[src/rtl/simple_cpu_mc_if.sv]
// simple_cpu_mc_if: instruction and data memory req/ack buses of simple_cpu_mc
interface simple_cpu_mc_if #(parameter int DW = 8, parameter int AW = 8);
    logic          imem_req;
    logic [AW-1:0] imem_addr;
    logic          imem_ack;
    logic [15:0]   imem_rdata;
    logic          dmem_req;
    logic          dmem_we;
    logic [AW-1:0] dmem_addr;
    logic [DW-1:0] dmem_wdata;
    logic          dmem_ack;
    logic [DW-1:0] dmem_rdata;
    modport master (
        output imem_req, imem_addr, dmem_req, dmem_we, dmem_addr, dmem_wdata,
        input  imem_ack, imem_rdata, dmem_ack, dmem_rdata
    );
    modport slave (
        input  imem_req, imem_addr, dmem_req, dmem_we, dmem_addr, dmem_wdata,
        output imem_ack, imem_rdata, dmem_ack, dmem_rdata
    );
endinterface

[src/rtl/simple_cpu_mc.sv]
// simple_cpu_mc: multicycle 4-register CPU with req/ack instruction and data memory ports
module simple_cpu_mc #(
    parameter int DW = 8,
    parameter int AW = 8
) (
    input  logic            clk,
    input  logic            reset,
    simple_cpu_mc_if.master bus,
    output logic [AW-1:0]   pc,
    output logic            halted,
    output logic            retire,
    input  logic [1:0]      dbg_sel,
    output logic [DW-1:0]   dbg_data
);
    typedef enum logic [1:0] {FETCH, EXEC, MEM, HALTED} state_t;
    localparam logic [3:0] OP_LOAD = 4'h1, OP_STORE = 4'h2, OP_ADD = 4'h3, OP_JUMP = 4'h4,
                           OP_SUB = 4'h5, OP_LDI = 4'h6, OP_BEQZ = 4'h7, OP_AND = 4'h8,
                           OP_OR = 4'h9, OP_HALT = 4'hF;
    state_t        state;
    logic [15:0]   ir;
    logic [DW-1:0] r [4];
    logic [3:0]    op;
    logic [1:0]    rd, rs;
    logic [7:0]    imm;
    logic [DW-1:0] alu;
    logic          wr, taken;
    assign {op, rd, rs, imm} = ir;
    assign bus.imem_addr = pc;
    assign dbg_data = r[dbg_sel];
    assign alu = op == OP_ADD ? r[rd] + r[rs] :
                 op == OP_SUB ? r[rd] - r[rs] :
                 op == OP_AND ? r[rd] & r[rs] :
                 op == OP_OR  ? r[rd] | r[rs] : DW'(imm);
    assign wr = op inside {OP_ADD, OP_SUB, OP_LDI, OP_AND, OP_OR};
    assign taken = op == OP_JUMP || (op == OP_BEQZ && r[rs] == '0);
    // req is raised on the edge that enters FETCH/MEM, so after reset FETCH spends one idle cycle
    always_ff @(posedge clk or posedge reset) begin
        if (reset) begin
            state          <= FETCH;
            pc             <= '0;
            ir             <= '0;
            r              <= '{default: '0};
            halted         <= 1'b0;
            retire         <= 1'b0;
            bus.imem_req   <= 1'b0;
            bus.dmem_req   <= 1'b0;
            bus.dmem_we    <= 1'b0;
            bus.dmem_addr  <= '0;
            bus.dmem_wdata <= '0;
        end else begin
            retire <= 1'b0;
            case (state)
                FETCH: begin
                    if (bus.imem_req && bus.imem_ack) begin
                        ir           <= bus.imem_rdata;
                        bus.imem_req <= 1'b0;
                        state        <= EXEC;
                    end else begin
                        bus.imem_req <= 1'b1;
                    end
                end
                EXEC: begin
                    if (op == OP_LOAD || op == OP_STORE) begin
                        bus.dmem_req   <= 1'b1;
                        bus.dmem_we    <= op == OP_STORE;
                        bus.dmem_addr  <= AW'(imm);
                        bus.dmem_wdata <= r[rs];
                        state          <= MEM;
                    end else if (op == OP_HALT) begin
                        halted <= 1'b1;
                        retire <= 1'b1;
                        state  <= HALTED;
                    end else begin
                        if (wr) r[rd] <= alu;
                        pc           <= taken ? AW'(imm) : pc + AW'(1);
                        retire       <= 1'b1;
                        bus.imem_req <= 1'b1;
                        state        <= FETCH;
                    end
                end
                MEM: begin
                    if (bus.dmem_ack) begin
                        if (!bus.dmem_we) r[rd] <= bus.dmem_rdata;
                        bus.dmem_req <= 1'b0;
                        pc           <= pc + AW'(1);
                        retire       <= 1'b1;
                        bus.imem_req <= 1'b1;
                        state        <= FETCH;
                    end
                end
                HALTED: ;
            endcase
        end
    end
endmodule

[src/flat_wrapper.sv]
// flat-port wrapper written by rule: the top's interface ports become plain ports
module simple_cpu_mc_flat 
#(
    parameter int DW = 8,
    parameter int AW = 8
)
  (clk, reset, pc, halted, retire, dbg_sel, dbg_data, bus_imem_req, bus_imem_addr, bus_dmem_req, bus_dmem_we, bus_dmem_addr, bus_dmem_wdata, bus_imem_ack, bus_imem_rdata, bus_dmem_ack, bus_dmem_rdata);
  simple_cpu_mc_if #(.DW(DW), .AW(AW)) bus_i ();
  input  logic clk;
  input  logic reset;
  output logic [AW-1:0] pc;
  output logic halted;
  output logic retire;
  input  logic [1:0] dbg_sel;
  output logic [DW-1:0] dbg_data;
  output wire logic [$bits(bus_i.imem_req)-1:0] bus_imem_req;
  output wire logic [$bits(bus_i.imem_addr)-1:0] bus_imem_addr;
  output wire logic [$bits(bus_i.dmem_req)-1:0] bus_dmem_req;
  output wire logic [$bits(bus_i.dmem_we)-1:0] bus_dmem_we;
  output wire logic [$bits(bus_i.dmem_addr)-1:0] bus_dmem_addr;
  output wire logic [$bits(bus_i.dmem_wdata)-1:0] bus_dmem_wdata;
  input wire logic [$bits(bus_i.imem_ack)-1:0] bus_imem_ack;
  input wire logic [$bits(bus_i.imem_rdata)-1:0] bus_imem_rdata;
  input wire logic [$bits(bus_i.dmem_ack)-1:0] bus_dmem_ack;
  input wire logic [$bits(bus_i.dmem_rdata)-1:0] bus_dmem_rdata;
  assign bus_imem_req = bus_i.imem_req;
  assign bus_imem_addr = bus_i.imem_addr;
  assign bus_dmem_req = bus_i.dmem_req;
  assign bus_dmem_we = bus_i.dmem_we;
  assign bus_dmem_addr = bus_i.dmem_addr;
  assign bus_dmem_wdata = bus_i.dmem_wdata;
  assign bus_i.imem_ack = bus_imem_ack;
  assign bus_i.imem_rdata = bus_imem_rdata;
  assign bus_i.dmem_ack = bus_dmem_ack;
  assign bus_i.dmem_rdata = bus_dmem_rdata;
  simple_cpu_mc #(.DW(DW), .AW(AW)) u_core (.clk(clk), .reset(reset), .bus(bus_i), .pc(pc), .halted(halted), .retire(retire), .dbg_sel(dbg_sel), .dbg_data(dbg_data));
endmodule
[config.mk]
export PLATFORM = sky130hd
export DESIGN_NAME = simple_cpu_mc_flat
export DESIGN_NICKNAME = d
export VERILOG_FILES = /design/src/rtl/simple_cpu_mc_if.sv /design/src/rtl/simple_cpu_mc.sv /design/src/flat_wrapper.sv
export SDC_FILE = /design/constraint.sdc
export NUM_CORES = 1
export LEC_CHECK = 0
export CORE_ASPECT_RATIO = 2
export CORE_MARGIN = 3
export CORE_UTILIZATION = 56
export CTS_CLUSTER_DIAMETER = 80
export DETAILED_ROUTE_END_ITERATION = 6
export PLACE_DENSITY_LB_ADDON = 0.25
export SLEW_MARGIN = 20
export SYNTH_ARGS = -nofsm -noshare
export SYNTH_HDL_FRONTEND = slang
export SYNTH_SLANG_ARGS = --single-unit
[constraint.sdc]
create_clock -name clk -period 4.1 [get_ports clk]
set_clock_uncertainty 0.05 [all_clocks]
set_input_delay 0.41 -clock clk [delete_from_list [all_inputs] [get_ports clk]]
set_output_delay 0.41 -clock clk [all_outputs]
set_load 0.01 [all_outputs]
==> results of run 1 <==
metrics by stage:
step                hold slack (ns)  util [%]  cell area (sq um)  setup WS, ns
finish                        0.415      68.8               6460         0.503
global route                  0.441      68.8               6460         0.290
CTS                           0.423      68.8               6460         0.487
detailed placement            0.405      65.1               6110         0.532
global placement              0.408      65.1               6110         0.613
floorplan                     0.448         -               5430         0.721
logic make-up after synthesis:
kind of cell	share of synthesized area [%]
fa+ha+maj	7.19
xor+xnor	1.45
buf+inv	5.85
mux	21.7
compound gates	13.6
simple gates	13.8
flops	36.4
layer usage:
layer	vias to the layer above	share of wire, %
li1	1962	-
met1	2131	34
met2	188	55
met3	62	4.5
met4	0	6.8
met5	-	0
synthesized netlist by cell type (all sizes together), types with 10 or more instances:
library cell	instances
nand3	12
nand2	39
nor3	10
a211oi	10
mux2	53
a21oi	23
o21ai	30
inv	26
buf	23
ha	28
mux4	24
clkbuf	18
dfrtp	79
nor2	26
path summary, 6_finish.rpt:
kind                                from             to  slack [ns]
min in group asynchronous          reset  u_core.ir[13]        0.49
setup / recovery           u_core.ir[11]   u_core.r[22]        0.50
hold / removal             u_core.halted  u_core.halted        0.41
hold reg to reg            u_core.halted  u_core.halted        0.41
max in group asynchronous          reset   u_core.r[24]        2.61
setup reg to reg           u_core.ir[11]   u_core.r[22]        0.50
worst register-to-register path, cell delays in order (launching register included):
cell,delay (ns)
dfrtp_1,0.71
mux4_2,0.61
ha_1,0.28
fa_1,0.47
a211oi_1,0.32
o21bai_1,0.14
a21oi_1,0.19
mux2i_1,0.09
o32a_1,0.34
mux2_2,0.29
area by class of cell:
class / count / area share [%]
Inverter: 26 / 1.53
Sequential cell: 79 / 30.6
Tap cell: 104 / 2.02
Clock inverter: 6 / 1.80
Timing Repair Buffer: 77 / 11.8
Clock buffer: 10 / 3.55
Multi-Input combinational cell: 363 / 48.7
registers in the layout (all words and copies together) (netlist names):
| signal | flops |
|---|---|
| u_core.retire | 1 |
| u_core.bus.dmem_wdata | 8 |
| u_core.bus.imem_addr | 8 |
| u_core.state | 2 |
| u_core.bus.dmem_addr | 8 |
| u_core.ir | 16 |
| u_core.r | 32 |
| u_core.bus.dmem_we | 1 |
| u_core.bus.dmem_req | 1 |
| u_core.halted | 1 |
| u_core.bus.imem_req | 1 |
layout by cell type, fill, tap and decap left out, types with 6 or more instances in the layout:
cell type	synthesis	routed
dfrtp_1	79	79
clkdlybuf4s50_1	0	74
mux2_2	53	53
nand2_1	39	39
ha_1	28	28
o21ai_0	27	27
nor2_1	25	25
inv_1	26	25
mux4_2	24	24
a21oi_1	21	21
nand3_1	11	11
nor3_1	10	10
nor2b_1	9	9
a211oi_1	9	9
clkbuf_16	0	9
nand2b_1	8	8
xnor2_1	6	6
==> reports/qor.yml, run 1 <==
hold_depth: 1
cp.arrival_ns: 3.76
required_ns: 4.27
maxSlewViolCount: 0
met2_usage_pct: 48.3
crit_cells: 9
gr-total-overflow: 0
status: "finished clean"
port_buffers: 74
synthFlopType: "dfrtp_1"
holdBufCountCts: 0
cts_inserted_buffers: 9
root_buffer: "clkbuf_16"
drt_iter0_drc: 236
multi_input_area_sq_um: 3140
timing.final.hold_violations: 0
path_buf_inv: 0
die_w_um: 75.6
vias: 4343
hp-class: "reg2reg"
drt_first_pass_iters: 5
postSynthAreaPerCell_sq_um: 10.7
cp-start-kind: "flip-flop"
ys_seq_area_share_pct: 36.4
yosys_warnings: 0
dieHeight_um: 145
synth_nets: 569
routed_wl_um: 14500
antenna_found_initial: 0
ys_async_sr_fraction_pct: 100
drive_gt1_share_pct: 19.8
htree_levels: 3
drv_cap: 0
layout.cells.non_filler: 665
drc: 0
final_nets: 616
synth-edff-count: 0
slew_headroom_pct: 32.6
core_sq_um: 9380
clkLatencyLatePin_ns: 0.34
ant_nets: 0
synth_area_sq_um: 5430
grt_max_degree: 51
std_cell_rows: 50
worstRegToRegCells: 9
met1_usage_pct: 29.8
post_cts_buffers: 0
cp_cell_sequence: "mux4_2 > ha_1 > fa_1 > a211oi_1 > o21bai_1 > a21oi_1 > mux2i_1 > o32a_1 > mux2_2"
antenna_cells: 0
pin_count: 75
grt_pass1_vias: 4452
fin_setup_tns_ns: 0
rsz0062_at_grt: "false"
fillers: 705
worstMarginPinSlew_ns: 1.01
yosys-top-cells-area: "dfrtp_1 (36%), mux2_2 (11%), mux4_2 (10%), ha_1 (6.5%), nand2_1 (2.7%)"
place_inst: 649
yosysTopAreaCell: "dfrtp_1"
cp_slowest_cell: "dfrtp_1"
synth_top_cell_area_share_pct: 36.4
setup-violations-final: 0
seq_area_sq_um: 1980
grt-busiest-layer: "met2"
syn-instance-count: 509
fin_crit_ns: 3.60
avgRoutedWirePerCell_um: 21.8
clock_sinks: 79
netlist-cell-type-count: 71
place_congestion: 0.951
grt_pass1_wl_um: 22900
clock_path_buffers: 2
synthToLayoutAreaGrowth_pct: 18.9
die_area_sq_um: 11000
ys_ff_latch: 79
initial_utilization_pct: 57.9
path_class: "reg2reg"
post-dp-hpwl_um: 11200
slowest_delay_ns: 0.71
path_max_fanout: 13
cts_tree: "done"
use_met3_pct: 4.16
timing.fmax_ghz: 0.278
path_clk_slew_ns: 0.06
ctsResizeCount: 0
timing.final.crit_share_pct: 87.7
cp-end-kind: "flip-flop"
vias_per_cell: 6.53
grt_usage_pct: 28.0
cp_top_family: "multiplexers"
Power of run 1 is not shown: default switching activity piles up to over one toggle a cycle in this logic, so the estimate is an artifact.
==> run 2: changes to the inputs <==
- CORE_UTILIZATION: 56 -> 50
- GPL_ROUTABILITY_DRIVEN: not set -> 0
- clock period: 4.1 -> 3.05 ns (I/O delays scaled with it)
==> run 2 against run 1 <==
Net effect:
- utilization shrank 2.4 points
- hold slack gained 0.0018 ns
- wire length grew 8.6%
- die area grew 11%
- first-iteration DRC count grew 28%
- critical endpoint is now u_core.r[30]
- register-to-register slack lost 0.48 ns
- worst setup slack lost 0.48 ns
- via count grew 4.7%
==> reports/qor.yml, run 2 (synthesis results as in run 1) <==
status: "finished clean"
ff2ff_setup_slack_ns: 0.02  # -0.48 ns
cp.arrival_ns: 3.20  # -0.56 ns
crit-reg2reg-launch: "u_core.ir[11]"
final_util_pct: 66.4  # -2.4 points
largest_register: "u_core.r"
antenna_cells: 0  # unchanged
grt_max_degree: 44  # -14%
drt_iter0_drc: 301  # +28%
grt_usage_pct: 26.7  # -1.2 points
final_common_cell: "dfrtp_1"
clock_sinks: 79  # unchanged
worstMarginPinSlew_ns: 0.937  # -0.0705 ns
cp-start-kind: "flip-flop"
r2r_end: "u_core.r[30]"
drt_first_pass_iters: 6  # +1
cp-end-kind: "flip-flop"
hold_slack_ns: 0.416  # +0.00178 ns
fin_area_sq_um: 7010  # +8.5%
dieHeight_um: 153  # +5.6%
gr-total-overflow: 0  # unchanged
placed_area_sq_um: 6480  # +6.1%
routed_wl_um: 15800  # +8.6%
setup_ws_ns: 0.0220  # -0.481 ns
synthToLayoutAreaGrowth_pct: 29.0
timing.final.crit_share_pct: 99.3  # +12 points
worstRegToRegCells: 9  # unchanged
drc: 0  # unchanged
clock_path_buffers: 2  # unchanged
post-dp-hpwl_um: 11900  # +6.5%
antenna_found_initial: 0  # unchanged
pin_count: 75  # unchanged
largest_reg_flops: 32  # unchanged
most-common-layout-cells: "dfrtp_1 (77), clkdlybuf4s50_1 (74), mux2_2 (52)"
setup-violations-final: 0  # unchanged
std_cell_rows: 53  # +6.0%
hp-class: "reg2reg"
vias: 4545  # +4.7%
drv_cap: 0  # unchanged
slew_headroom_pct: 37.4  # +4.8 points
initial_utilization_pct: 51.5  # -6.4 points
fin_crit_ns: 3.03  # -0.569 ns
grt_pass1_vias: 4627  # +3.9%
die_area_sq_um: 12200  # +11%
rsz0062_at_grt: "true"
die_w_um: 79.7  # +5.4%
vias_per_cell: 6.13  # -6.2%
min_to: "u_core.halted"
grt_pass1_wl_um: 24600  # +7.8%
hold_depth: 1  # unchanged
holdBufCountCts: 0  # unchanged
top_regs: "u_core.r x32, u_core.ir x16"
avgRoutedWirePerCell_um: 21.3  # -2.7%
cts_inserted_buffers: 9  # unchanged
final_nets: 660  # +7.1%
root_buffer: "clkbuf_16"
required_ns: 3.22  # -1.05 ns
drive_gt1_share_pct: 30.6  # +11 points
ant_nets: 0  # unchanged
timing.final.hold_violations: 0  # unchanged
maxSlewViolCount: 0  # unchanged
cts_tree: "done"
path_class: "reg2reg"
pre_cts_ws_ns: -0.231  # -0.762 ns
htree_levels: 3  # unchanged
path_max_fanout: 4  # -9
port_buffers: 74  # unchanged
core_sq_um: 10500  # +12%
path_clk_slew_ns: 0.06  # about the same
timing.fmax_ghz: 0.330  # +19%
min_from: "u_core.halted"
clkLatencyLatePin_ns: 0.34  # about the same
-- run 2: cell count changes in the layout (fill, tap and decap cells not counted), moves of 3 or more --
cell / delta
inv_1: -3
ha_2: +5
a2111oi_0: -3
buf_4: +40
ha_1: -8
ha_4: +3
inv_2: +4
-- run 2: worst max path at each step --
stage	from	to	slack [ns]	cells past startpoint
after global routing	u_core.ir[10]	u_core.r[29]	-0.06	10
after CTS	u_core.ir[11]	u_core.r[7]	0.009	11
after detailed placement	u_core.ir[8]	u_core.r[7]	-0.23	10
final	u_core.ir[11]	u_core.r[30]	0.02	9
after floorplan	u_core.ir[11]	u_core.r[22]	0.0005	10
after global placement	u_core.ir[8]	u_core.r[7]	-0.05	10
-- run 2: timing repair --
| action | CTS | global route |
|---|---|---|
| buffers inserted | 1 | 2 |
| pin swaps | 3 | 12 |
| endpoints found under the setup margin | 16 | 27 |
| gates resized for setup | 9 | 34 |
| endpoints found under the hold margin | 0 | 0 |
-- run 2: metrics by stage --
step / instances / TNS, ns
floorplan: 509 / 0
global placement: 723 / -0.129
detailed placement: 723 / -1.09
CTS: 740 / 0
global route: 742 / -0.566
finish: 742 / 0
-- run 2: worst max-delay path, cell delays in order (launching register included) --
cell	delay (ns)
dfrtp_1	0.43
mux4_2	0.58
ha_4	0.20
fa_2	0.37
a211oi_2	0.24
o21bai_1	0.13
a21oi_2	0.15
mux2i_1	0.09
o32a_1	0.40
mux2_2	0.28
-- run 2: metal layers --
layer	vias up	wire length [um]	global-route usage, %
met5	-	0	0
met4	0	1140	16.6
met3	63	698	4.95
met2	185	8570	47.5
met1	2248	5370	27.9
li1	2049	-	-
-- run 2: cell type report --
class / instances / area, sq um
Fill cell: 784 / 3540
Multi-Input combinational cell: 363 / 3310
Sequential cell: 79 / 1980
Timing Repair Buffer: 121 / 1130
Clock buffer: 10 / 229
Tap cell: 137 / 171
Inverter: 26 / 97.6
Clock inverter: 6 / 93.8
Power of run 2 is left out for the same reason.
